## config.mk

```make
export PLATFORM = sky130hd
export DESIGN_NAME = a10_sata_fpll_recal_ctrl_flat
export DESIGN_NICKNAME = d
export VERILOG_FILES = /design/src/rtl/a10_sata_fpll_recal_ctrl_if.sv /design/src/rtl/a10_sata_fpll_recal_ctrl.sv /design/src/flat_wrapper.sv
export SDC_FILE = /design/constraint.sdc
export NUM_CORES = 1
export LEC_CHECK = 0
export CAP_MARGIN = 20
export CORE_MARGIN = 10
export CORE_UTILIZATION = 40
export DETAILED_ROUTE_END_ITERATION = 10
export HOLD_SLACK_MARGIN = 0.02
export SYNTH_ARGS = -nofsm -noshare
export SYNTH_HDL_FRONTEND = slang
export SYNTH_SLANG_ARGS = --single-unit
```

## constraint.sdc

```tcl
create_clock -name clk -period 5.3 [get_ports clk]
set_input_delay 0.795 -clock clk [delete_from_list [all_inputs] [get_ports clk]]
set_output_delay 0.795 -clock clk [all_outputs]
set_load 0.01 [all_outputs]
```

## src/rtl/a10_sata_fpll_recal_ctrl_if.sv

```systemverilog
`default_nettype none
// ============================================================================
// Module   : a10_sata_fpll_recal_ctrl_if
// Function : Avalon-MM reconfiguration bus between recal controller and fPLL
// Revision : 1.0
// ============================================================================
interface a10_sata_fpll_recal_ctrl_if;
  logic [9:0]  reconfig_address;
  logic        reconfig_write;
  logic        reconfig_read;
  logic [31:0] reconfig_writedata;
  logic [31:0] reconfig_readdata;
  logic        reconfig_waitrequest;

  modport master (
    output reconfig_address,
    output reconfig_write,
    output reconfig_read,
    output reconfig_writedata,
    input  reconfig_readdata,
    input  reconfig_waitrequest
  );

  modport slave (
    input  reconfig_address,
    input  reconfig_write,
    input  reconfig_read,
    input  reconfig_writedata,
    output reconfig_readdata,
    output reconfig_waitrequest
  );
endinterface
`default_nettype wire

```

## src/rtl/a10_sata_fpll_recal_ctrl.sv

```systemverilog
`default_nettype none
// ============================================================================
// Module   : a10_sata_fpll_recal_ctrl
// Function : Arria 10 SATA fPLL user recalibration sequencer (Avalon-MM master)
// Revision : 1.0
// ============================================================================
module a10_sata_fpll_recal_ctrl #(
  parameter logic [9:0] ARB_ADDR  = 10'h000,
  parameter logic [9:0] CAL_ADDR  = 10'h100,
  parameter int unsigned CAL_BIT  = 1,
  parameter logic [9:0] STAT_ADDR = 10'h280,
  parameter int unsigned STAT_BIT = 1,
  parameter int unsigned TIMEOUT  = 1000000,
  parameter int unsigned TW       = 20
) (
  input  wire  clk,
  input  wire  reset,
  input  wire  recal_req,
  output logic recal_busy,
  output logic recal_done,
  output logic recal_error,
  input  wire  pll_cal_busy,
  a10_sata_fpll_recal_ctrl_if.master reconfig
);

  typedef enum logic [3:0] {
    S_IDLE    = 4'd0,
    S_ARB_WR  = 4'd1,
    S_POLL_RD = 4'd2,
    S_CAL_RD  = 4'd3,
    S_CAL_WR  = 4'd4,
    S_REL_WR  = 4'd5,
    S_WAIT_HI = 4'd6,
    S_WAIT_LO = 4'd7,
    S_DONE    = 4'd8
  } state_t;

  localparam logic [TW-1:0] C_TMO      = TW'(TIMEOUT);
  localparam logic [31:0]   C_CAL_MASK = 32'(1) << CAL_BIT;
  localparam logic [31:0]   C_ARB_REQ  = 32'h0000_0002;
  localparam logic [31:0]   C_ARB_REL  = 32'h0000_0001;

  state_t        state_q, state_d;
  logic [TW-1:0] cnt_q, cnt_d;
  logic [31:0]   shadow_q, shadow_d;
  logic          err_q, err_d;
  logic          busy_q, busy_d;
  logic          done_q, done_d;
  logic [9:0]    addr_q, addr_d;
  logic          rd_q, rd_d;
  logic          wr_q, wr_d;
  logic [31:0]   wdata_q, wdata_d;

  logic          xfer_done;
  logic          cnt_sat;
  logic [TW-1:0] cnt_inc;

  assign xfer_done = (rd_q | wr_q) & ~reconfig.reconfig_waitrequest;
  assign cnt_sat   = (cnt_q == C_TMO);
  assign cnt_inc   = cnt_sat ? cnt_q : cnt_q + 1'b1;

  // Bus states: a strobe is raised only from a cycle where no strobe is up,
  // so dropping it on completion always leaves one idle cycle between transfers.
  always_comb begin
    state_d  = state_q;
    cnt_d    = cnt_q;
    shadow_d = shadow_q;
    err_d    = err_q;
    addr_d   = addr_q;
    rd_d     = rd_q;
    wr_d     = wr_q;
    wdata_d  = wdata_q;

    case (state_q)
      S_IDLE: begin
        if (recal_req) begin
          state_d = S_ARB_WR;
          err_d   = 1'b0;
          cnt_d   = '0;
          addr_d  = ARB_ADDR;
          wdata_d = C_ARB_REQ;
          wr_d    = 1'b1;
        end
      end
      S_ARB_WR: begin
        if (!wr_q) begin
          addr_d  = ARB_ADDR;
          wdata_d = C_ARB_REQ;
          wr_d    = 1'b1;
        end else if (xfer_done) begin
          wr_d    = 1'b0;
          state_d = S_POLL_RD;
        end
      end
      S_POLL_RD: begin
        cnt_d = cnt_inc;
        if (!rd_q) begin
          addr_d = STAT_ADDR;
          rd_d   = 1'b1;
        end else if (xfer_done) begin
          rd_d = 1'b0;
          if (!reconfig.reconfig_readdata[STAT_BIT]) begin
            state_d = S_CAL_RD;
          end else if (cnt_sat) begin
            err_d   = 1'b1;
            state_d = S_REL_WR;
          end
        end
      end
      S_CAL_RD: begin
        if (!rd_q) begin
          addr_d = CAL_ADDR;
          rd_d   = 1'b1;
        end else if (xfer_done) begin
          rd_d     = 1'b0;
          shadow_d = reconfig.reconfig_readdata;
          state_d  = S_CAL_WR;
        end
      end
      S_CAL_WR: begin
        if (!wr_q) begin
          addr_d  = CAL_ADDR;
          wdata_d = shadow_q | C_CAL_MASK;
          wr_d    = 1'b1;
        end else if (xfer_done) begin
          wr_d    = 1'b0;
          state_d = S_REL_WR;
        end
      end
      S_REL_WR: begin
        if (!wr_q) begin
          addr_d  = ARB_ADDR;
          wdata_d = C_ARB_REL;
          wr_d    = 1'b1;
        end else if (xfer_done) begin
          wr_d = 1'b0;
          if (err_q) begin
            state_d = S_DONE;
          end else begin
            state_d = S_WAIT_HI;
            cnt_d   = '0;
          end
        end
      end
      S_WAIT_HI: begin
        if (pll_cal_busy) begin
          state_d = S_WAIT_LO;
          cnt_d   = '0;
        end else if (cnt_sat) begin
          err_d   = 1'b1;
          state_d = S_DONE;
        end else begin
          cnt_d = cnt_inc;
        end
      end
      S_WAIT_LO: begin
        if (!pll_cal_busy) begin
          state_d = S_DONE;
        end else if (cnt_sat) begin
          err_d   = 1'b1;
          state_d = S_DONE;
        end else begin
          cnt_d = cnt_inc;
        end
      end
      S_DONE: begin
        state_d = S_IDLE;
      end
      default: begin
        state_d = S_IDLE;
      end
    endcase

    busy_d = (state_d != S_IDLE);
    done_d = (state_d == S_DONE);
  end

  always_ff @(posedge clk) begin
    if (reset) begin
      state_q  <= S_IDLE;
      cnt_q    <= '0;
      shadow_q <= '0;
      err_q    <= 1'b0;
      busy_q   <= 1'b0;
      done_q   <= 1'b0;
      addr_q   <= '0;
      rd_q     <= 1'b0;
      wr_q     <= 1'b0;
      wdata_q  <= '0;
    end else begin
      state_q  <= state_d;
      cnt_q    <= cnt_d;
      shadow_q <= shadow_d;
      err_q    <= err_d;
      busy_q   <= busy_d;
      done_q   <= done_d;
      addr_q   <= addr_d;
      rd_q     <= rd_d;
      wr_q     <= wr_d;
      wdata_q  <= wdata_d;
    end
  end

  assign recal_busy                  = busy_q;
  assign recal_done                  = done_q;
  assign recal_error                 = err_q;
  assign reconfig.reconfig_address   = addr_q;
  assign reconfig.reconfig_read      = rd_q;
  assign reconfig.reconfig_write     = wr_q;
  assign reconfig.reconfig_writedata = wdata_q;

endmodule
`default_nettype wire

```

## src/flat_wrapper.sv

```systemverilog
// flat-port wrapper written by rule: the top's interface ports become plain ports
module a10_sata_fpll_recal_ctrl_flat 
#(
  parameter logic [9:0] ARB_ADDR  = 10'h000,
  parameter logic [9:0] CAL_ADDR  = 10'h100,
  parameter int unsigned CAL_BIT  = 1,
  parameter logic [9:0] STAT_ADDR = 10'h280,
  parameter int unsigned STAT_BIT = 1,
  parameter int unsigned TIMEOUT  = 1000000,
  parameter int unsigned TW       = 20
)
  (clk, reset, recal_req, recal_busy, recal_done, recal_error, pll_cal_busy, reconfig_reconfig_address, reconfig_reconfig_write, reconfig_reconfig_read, reconfig_reconfig_writedata, reconfig_reconfig_readdata, reconfig_reconfig_waitrequest);
  a10_sata_fpll_recal_ctrl_if reconfig_i ();
  input  wire clk;
  input  wire reset;
  input  wire recal_req;
  output logic recal_busy;
  output logic recal_done;
  output logic recal_error;
  input  wire pll_cal_busy;
  output wire logic [$bits(reconfig_i.reconfig_address)-1:0] reconfig_reconfig_address;
  output wire logic [$bits(reconfig_i.reconfig_write)-1:0] reconfig_reconfig_write;
  output wire logic [$bits(reconfig_i.reconfig_read)-1:0] reconfig_reconfig_read;
  output wire logic [$bits(reconfig_i.reconfig_writedata)-1:0] reconfig_reconfig_writedata;
  input wire logic [$bits(reconfig_i.reconfig_readdata)-1:0] reconfig_reconfig_readdata;
  input wire logic [$bits(reconfig_i.reconfig_waitrequest)-1:0] reconfig_reconfig_waitrequest;
  assign reconfig_reconfig_address = reconfig_i.reconfig_address;
  assign reconfig_reconfig_write = reconfig_i.reconfig_write;
  assign reconfig_reconfig_read = reconfig_i.reconfig_read;
  assign reconfig_reconfig_writedata = reconfig_i.reconfig_writedata;
  assign reconfig_i.reconfig_readdata = reconfig_reconfig_readdata;
  assign reconfig_i.reconfig_waitrequest = reconfig_reconfig_waitrequest;
  a10_sata_fpll_recal_ctrl #(.ARB_ADDR(ARB_ADDR), .CAL_ADDR(CAL_ADDR), .CAL_BIT(CAL_BIT), .STAT_ADDR(STAT_ADDR), .STAT_BIT(STAT_BIT), .TIMEOUT(TIMEOUT), .TW(TW)) u_core (.clk(clk), .reset(reset), .recal_req(recal_req), .recal_busy(recal_busy), .recal_done(recal_done), .recal_error(recal_error), .pll_cal_busy(pll_cal_busy), .reconfig(reconfig_i));
endmodule
```

==> Yosys cells after proc, flatten, opt, wreduce, memory -nomap -nowiden <==
Index checks and enable logic that the tools add are counted.
{ "totals": {"register_bits": 103, "output_inout_bits": 47, "wordCells": 105} }
{ "classes": {"add_sub_neg": 1, "eq_ne": 24, "mux": 51, "bitwise_logic": 3, "n_reduce_logical": 16} }
{ "op_table": {"columns": ["cell", "n"], "rows": [
  ["two-way mux 20 bit", 8],
  ["two-way mux 32 bit", 4],
  ["case mux 32 bit (4 select lines)", 1],
  ["case mux 20 bit (5 select lines)", 1],
  ["two-way mux 4 bit", 17],
  ["two-way mux 10 bit", 5],
  ["case mux 10 bit (5 select lines)", 1],
  ["case mux 4 bit (8 select lines)", 1],
  ["inequality test 2 bit (second input constant)", 11],
  ["adder 20 x 1 -> 20 bit (second input constant)", 1],
  ["equality test 20 bit (second input constant)", 1],
  ["equality test 4 x 3 -> 1 bit (second input constant)", 4],
  ["AND reduction 6 bit", 2],
  ["nonzero test 4 bit", 3],
  ["two-way mux 1 bit", 11],
  ["nonzero test 5 bit", 2],
  ["equality test 4 x 2 -> 1 bit (second input constant)", 2],
  ["inequality test 2 x 1 -> 1 bit (second input constant)", 4],
  ["AND reduction 7 bit", 1],
  ["AND reduction 5 bit", 1],
  ["equality test 4 x 1 -> 1 bit (second input constant)", 1],
  ["equality test 4 bit (second input constant)", 1],
  ["logical NOT 4 bit", 1],
  ["case mux 1 bit (4 select lines)", 1],
  ["9 further kinds", 10]
]} }

==> Longest topological paths before layout <==
{ "depth": {"ltp_word": 7, "mapped_depth": 9, "ltp_nobuf": 8} }

==> Worst setup path after synthesis <==
OpenSTA, ideal clock, no wires.
{ "synth_timing": {"path_type": "input-to-reg", "start": "input reconfig_reconfig_waitrequest", "end": "register u_core.busy_q, in the netlist u_core.recal_busy", "setup_time_ps": 134, "arrival_ps": 2087, "slack_ps": 3079, "path_stages": 6, "path_buffers": 0, "cell_sequence": "nand2b_1 -> a2111oi_0 -> a311oi_1 -> a41oi_2 -> a21oi_2 -> or4_1"} }
{ "synth_via": {"elab_chain_len": 6} }
{ "synth_lines": {"columns": ["item", "line", "rtl"], "rows": [
  ["from (decl)", "flat_wrapper.sv:26", "input wire logic [$bits(reconfig_i.reconfig_waitrequest)-1:0] reconfig_reconfig_waitrequest;"],
  ["NOT 1 bit (*)", "a10_sata_fpll_recal_ctrl.sv:58", "assign xfer_done = (rd_q | wr_q) & ~reconfig.reconfig_waitrequest;"],
  ["AND 1 bit (*)", "a10_sata_fpll_recal_ctrl.sv:58", null],
  ["two-way mux 4 bit (on tied branches) (2 in series)", null, null],
  ["case mux 4 bit (8 select lines) (*)", "a10_sata_fpll_recal_ctrl.sv:74", "case (state_q)"],
  ["nonzero test 4 bit (*)", "a10_sata_fpll_recal_ctrl.sv:174", "busy_d = (state_d != S_IDLE);"],
  ["to (signal assigned)", "a10_sata_fpll_recal_ctrl.sv:195", "busy_q <= busy_d;"],
  ["to (decl)", "a10_sata_fpll_recal_ctrl.sv:47", "logic busy_q, busy_d;"]
]} }
Every way passes the cells marked *; elsewhere a longest branch is shown, timed or not.
A chain may end at the register's enable or synchronous reset.

==> Worst setup path after layout <==
{ "layout_timing": {"start": "input reconfig_reconfig_waitrequest", "end": "register u_core.cnt_q[12]"} }
{ "layout_via": {"elab_chain_len": 4} }
{ "layout_lines": {"columns": ["item", "line", "rtl"], "rows": [
  ["NOT 1 bit", "a10_sata_fpll_recal_ctrl.sv:58", null],
  ["AND 1 bit", "a10_sata_fpll_recal_ctrl.sv:58", null],
  ["inequality test 2 x 1 -> 1 bit (no source line)", null, null],
  ["AND reduction 6 bit (no source line)", null, null],
  ["to (signal assigned)", "a10_sata_fpll_recal_ctrl.sv:192", "cnt_q <= cnt_d;"],
  ["to (decl)", "a10_sata_fpll_recal_ctrl.sv:44", "logic [TW-1:0] cnt_q, cnt_d;"]
]} }
No other way between the ends.

==> flow_metrics.tcl <==
set metrics [dict create \
    setup_violations 0 \
    p_seq_frac 0.462 \
    p_sw_frac 0.3705 \
    timing.fmax_mhz 344.6 \
    grt_pass1_wl_um 18120 \
    netlist-cell-type-count 60 \
    max_slew.worst_pin.slew_ps 984.1 \
    clock_power_share 0.257 \
    cts_tree "built" \
    maxCapViolCount 0 \
    fin_setup_tns_ps 0 \
    grt_usage 0.1470 \
    end_kind "flop" \
    cts_htree_levels 3 \
    viasPerCell 5.297 \
    cp_max_fo 24 \
    p_sw_uw 645.1 \
    routed_wl_um 10960 \
    dp_slack_ps 2025 \
    ioPinCount 84 \
    die_y_um 121.3 \
    synth-xor-area-share 0.02345 \
    ir_drop_v 0.0001766 \
    async_flop_share 0 \
    antenna_found_initial 0 \
    seq_area_frac_synth 0.4581 \
    flow.area_growth_from_synthesis_pct 23.61 \
    power.density_cell_area_nw_per_um2 343.0 \
    core-area_um2 9910 \
    grt_setup_unrepaired "no" \
    placed_cell_area_um2 4891 \
    grt_max_degree 46 \
    grt-ovfl-total 0 \
    synthSimpleGateAreaFrac 0.2918 \
    comb_power_share 0.282 \
    crit_arrival_ps 3110 \
    fin_crit_sh 0.5475 \
    required_ps 5510 \
    post-route-util 0.5124 \
    vias 3761 \
    p_leak_nw 1.591 \
    holdWs_ps 451.0 \
    finClkSkew_ps 21.86 \
    ctsResizeCount 0 \
    final_cell_mix "nand2_1 (113), dfxtp_1 (94), a21oi_1 (75), clkdlybuf4s50_1 (75), nand3_1 (43)" \
    num_rows 36 \
    hold_viol 0 \
    cp_slowest_stage_delay_ps 840 \
    final_area_um2 5077 \
    fill_cells 988 \
    drtPass1Iterations 5 \
    dpl.hpwl_um 7492 \
    clock_latency_ps 370 \
    cts.sinks 94 \
    crit_chain "clkdlybuf4s50_1 -> and2b_1 -> nand4b_1 -> a31o_2 -> o21bai_1 -> nor2_1" \
    ys_warn_count 0 \
    slew_violations 0 \
    gp_congestion 0.8904 \
    setup_slack_ps 2398 \
    die_w_um 121.3 \
    synthMuxAreaShare 0 \
    period_needed_ps 2902 \
    status "complete, no violations" \
    cts-root-buf "clkbuf_8" \
    relSlewSlack 0.3426 \
    layout_commonest_cell "nand2_1" \
    drcViolationCount 0 \
    portBuffers 76 \
    synth_seq_cells 94 \
    cts_buffers 9 \
    hp-class "reg2reg" \
    die_area_um2 14720 \
    drive_above_1_share 0.06239 \
    grt_pass1_vias 3711 \
    syn_avg_cell_area_um2 7.976 \
    crit_family "compound AO/OA/AOI/OAI gates" \
    cts_buffer_depth 2 \
    intPower_mw 1.096 \
    ant_nets 0 \
    synthFlopType "dfxtp_1" \
    synth_adder_area_share 0.006092 \
    wl_per_cell_um 15.43 \
    crit_path_start_kind "input pin" \
    crit_type "in2reg" \
    synth-edff-count 0 \
    worst-path-buf-inv 1 \
    finalNetCount 611 \
    ctsHoldBuffers 0 \
    antennaDiodeCount 0 \
    drt_first_iter_violations 279 \
    post_cts_buffers 0 \
    initial_core_util 0.4145 \
    cp_slowest_cell "o21bai_1" \
    synth_compound_area_frac 0.1620 \
    syn-cell-area_um2 4108 \
    synth_top_family_by_area "simple AND/OR/NAND/NOR gates" \
    syn_inst 515 \
    clk_pin_slew_ps 110 \
]
-- Yosys cell counts (all sizes together) (2+ instances only) --
cell	number	area share
nor4b	5	0.012
nand4	3	0.0046
o41ai	2	0.0043
nand2	114	0.11
dfxtp	94	0.46
nor2b	5	0.0076
o21ai	12	0.015
or3	6	0.0091
xnor2	11	0.023
a31oi	6	0.0091
a311oi	2	0.0043
nand2b	5	0.0094
inv	4	0.0037
a211oi	3	0.0055
or4	3	0.0055
buf	18	0.030
nor4	9	0.014
nand3	43	0.052
ha	2	0.0061
nor3	6	0.0073
and3	2	0.0043
and4bb	2	0.0061
clkbuf	24	0.024
and4	3	0.0073
or2	2	0.0037
nor2	31	0.028
nand4b	2	0.0043
a21oi	76	0.094
-- cells by family (layout without fill, tap and decap cells) --
family / Yosys count / after routing
simple gates: 246 / 246
buf+inv: 46 / 102
other cells: 1 / 7
compound gates: 115 / 115
fa+ha+maj: 2 / 2
xor+xnor: 11 / 11
flops: 94 / 94
-- worst reg2reg max path: stages (launching register included) --
cell and delay [ps]:
dfxtp_1 810, or4_1 220, o211ai_1 100, a31o_2 390, o21bai_1 840, nor2_1 130
-- state kept, by name, indices dropped and copies added, names as in the netlist --
name                                flops
u_core.cnt_q                           20
u_core.reconfig.reconfig_address        2
u_core.shadow_q                        31
u_core.reconfig.reconfig_read           1
u_core.reconfig.reconfig_writedata     32
u_core.state_q                          4
u_core.reconfig.reconfig_write          1
u_core.recal_done                       1
u_core.recal_error                      1
u_core.recal_busy                       1
-- stage by stage --
stage	cells	power, mW
after floorplan	521	1.155
after global placement	694	1.307
after CTS	710	1.759
final	710	1.741
after detailed placement	694	1.312
after global routing	710	1.847
-- power by group through the flow --
stage | registers, mW | clock network [mW] | logic (mW)
after detailed placement | 0.817 | 0 | 0.494
final | 0.804 | 0.447 | 0.491
after global routing | 0.812 | 0.491 | 0.544
after floorplan | 0.793 | 0 | 0.363
after CTS | 0.802 | 0.461 | 0.496
after global placement | 0.817 | 0 | 0.490
-- cell type report --
| type | count | area (um2) | area share |
|---|---|---|---|
| Multi-Input combinational cell | 381 | 2027 | 0.3992 |
| Inverter | 4 | 15.01 | 0.002957 |
| Tap cell | 133 | 166.4 | 0.03277 |
| Clock buffer | 10 | 127.6 | 0.02514 |
| Sequential cell | 94 | 1882 | 0.3706 |
| Clock inverter | 6 | 58.81 | 0.01158 |
| Timing Repair Buffer | 82 | 800.8 | 0.1577 |
-- path summary, 6_finish.rpt --
path                                                     from                                endpoint  slack, ps  depth (start not counted)
worst min register to register            u_core.shadow_q[17]  u_core.reconfig.reconfig_writedata[17]        450                          2
worst max register to register              u_core.state_q[0]                        u_core.cnt_q[12]       2670                          5
worst max-delay path            reconfig_reconfig_waitrequest                        u_core.cnt_q[12]       2400                          6
worst min-delay path                      u_core.shadow_q[17]  u_core.reconfig.reconfig_writedata[17]        450                          2
-- per-layer routing --
layer / up-vias / global-route usage / routed length (um) / part of all wire
li1: 1888 / - / - / -
met1: 1767 / 0.1875 / 5004 / 0.46
met2: 96 / 0.2341 / 5138 / 0.47
met3: 10 / 0.03676 / 689 / 0.063
met4: 0 / 0.05365 / 123 / 0.011
met5: - / 0 / 0 / 0
(Power assumes the default switching activity.)
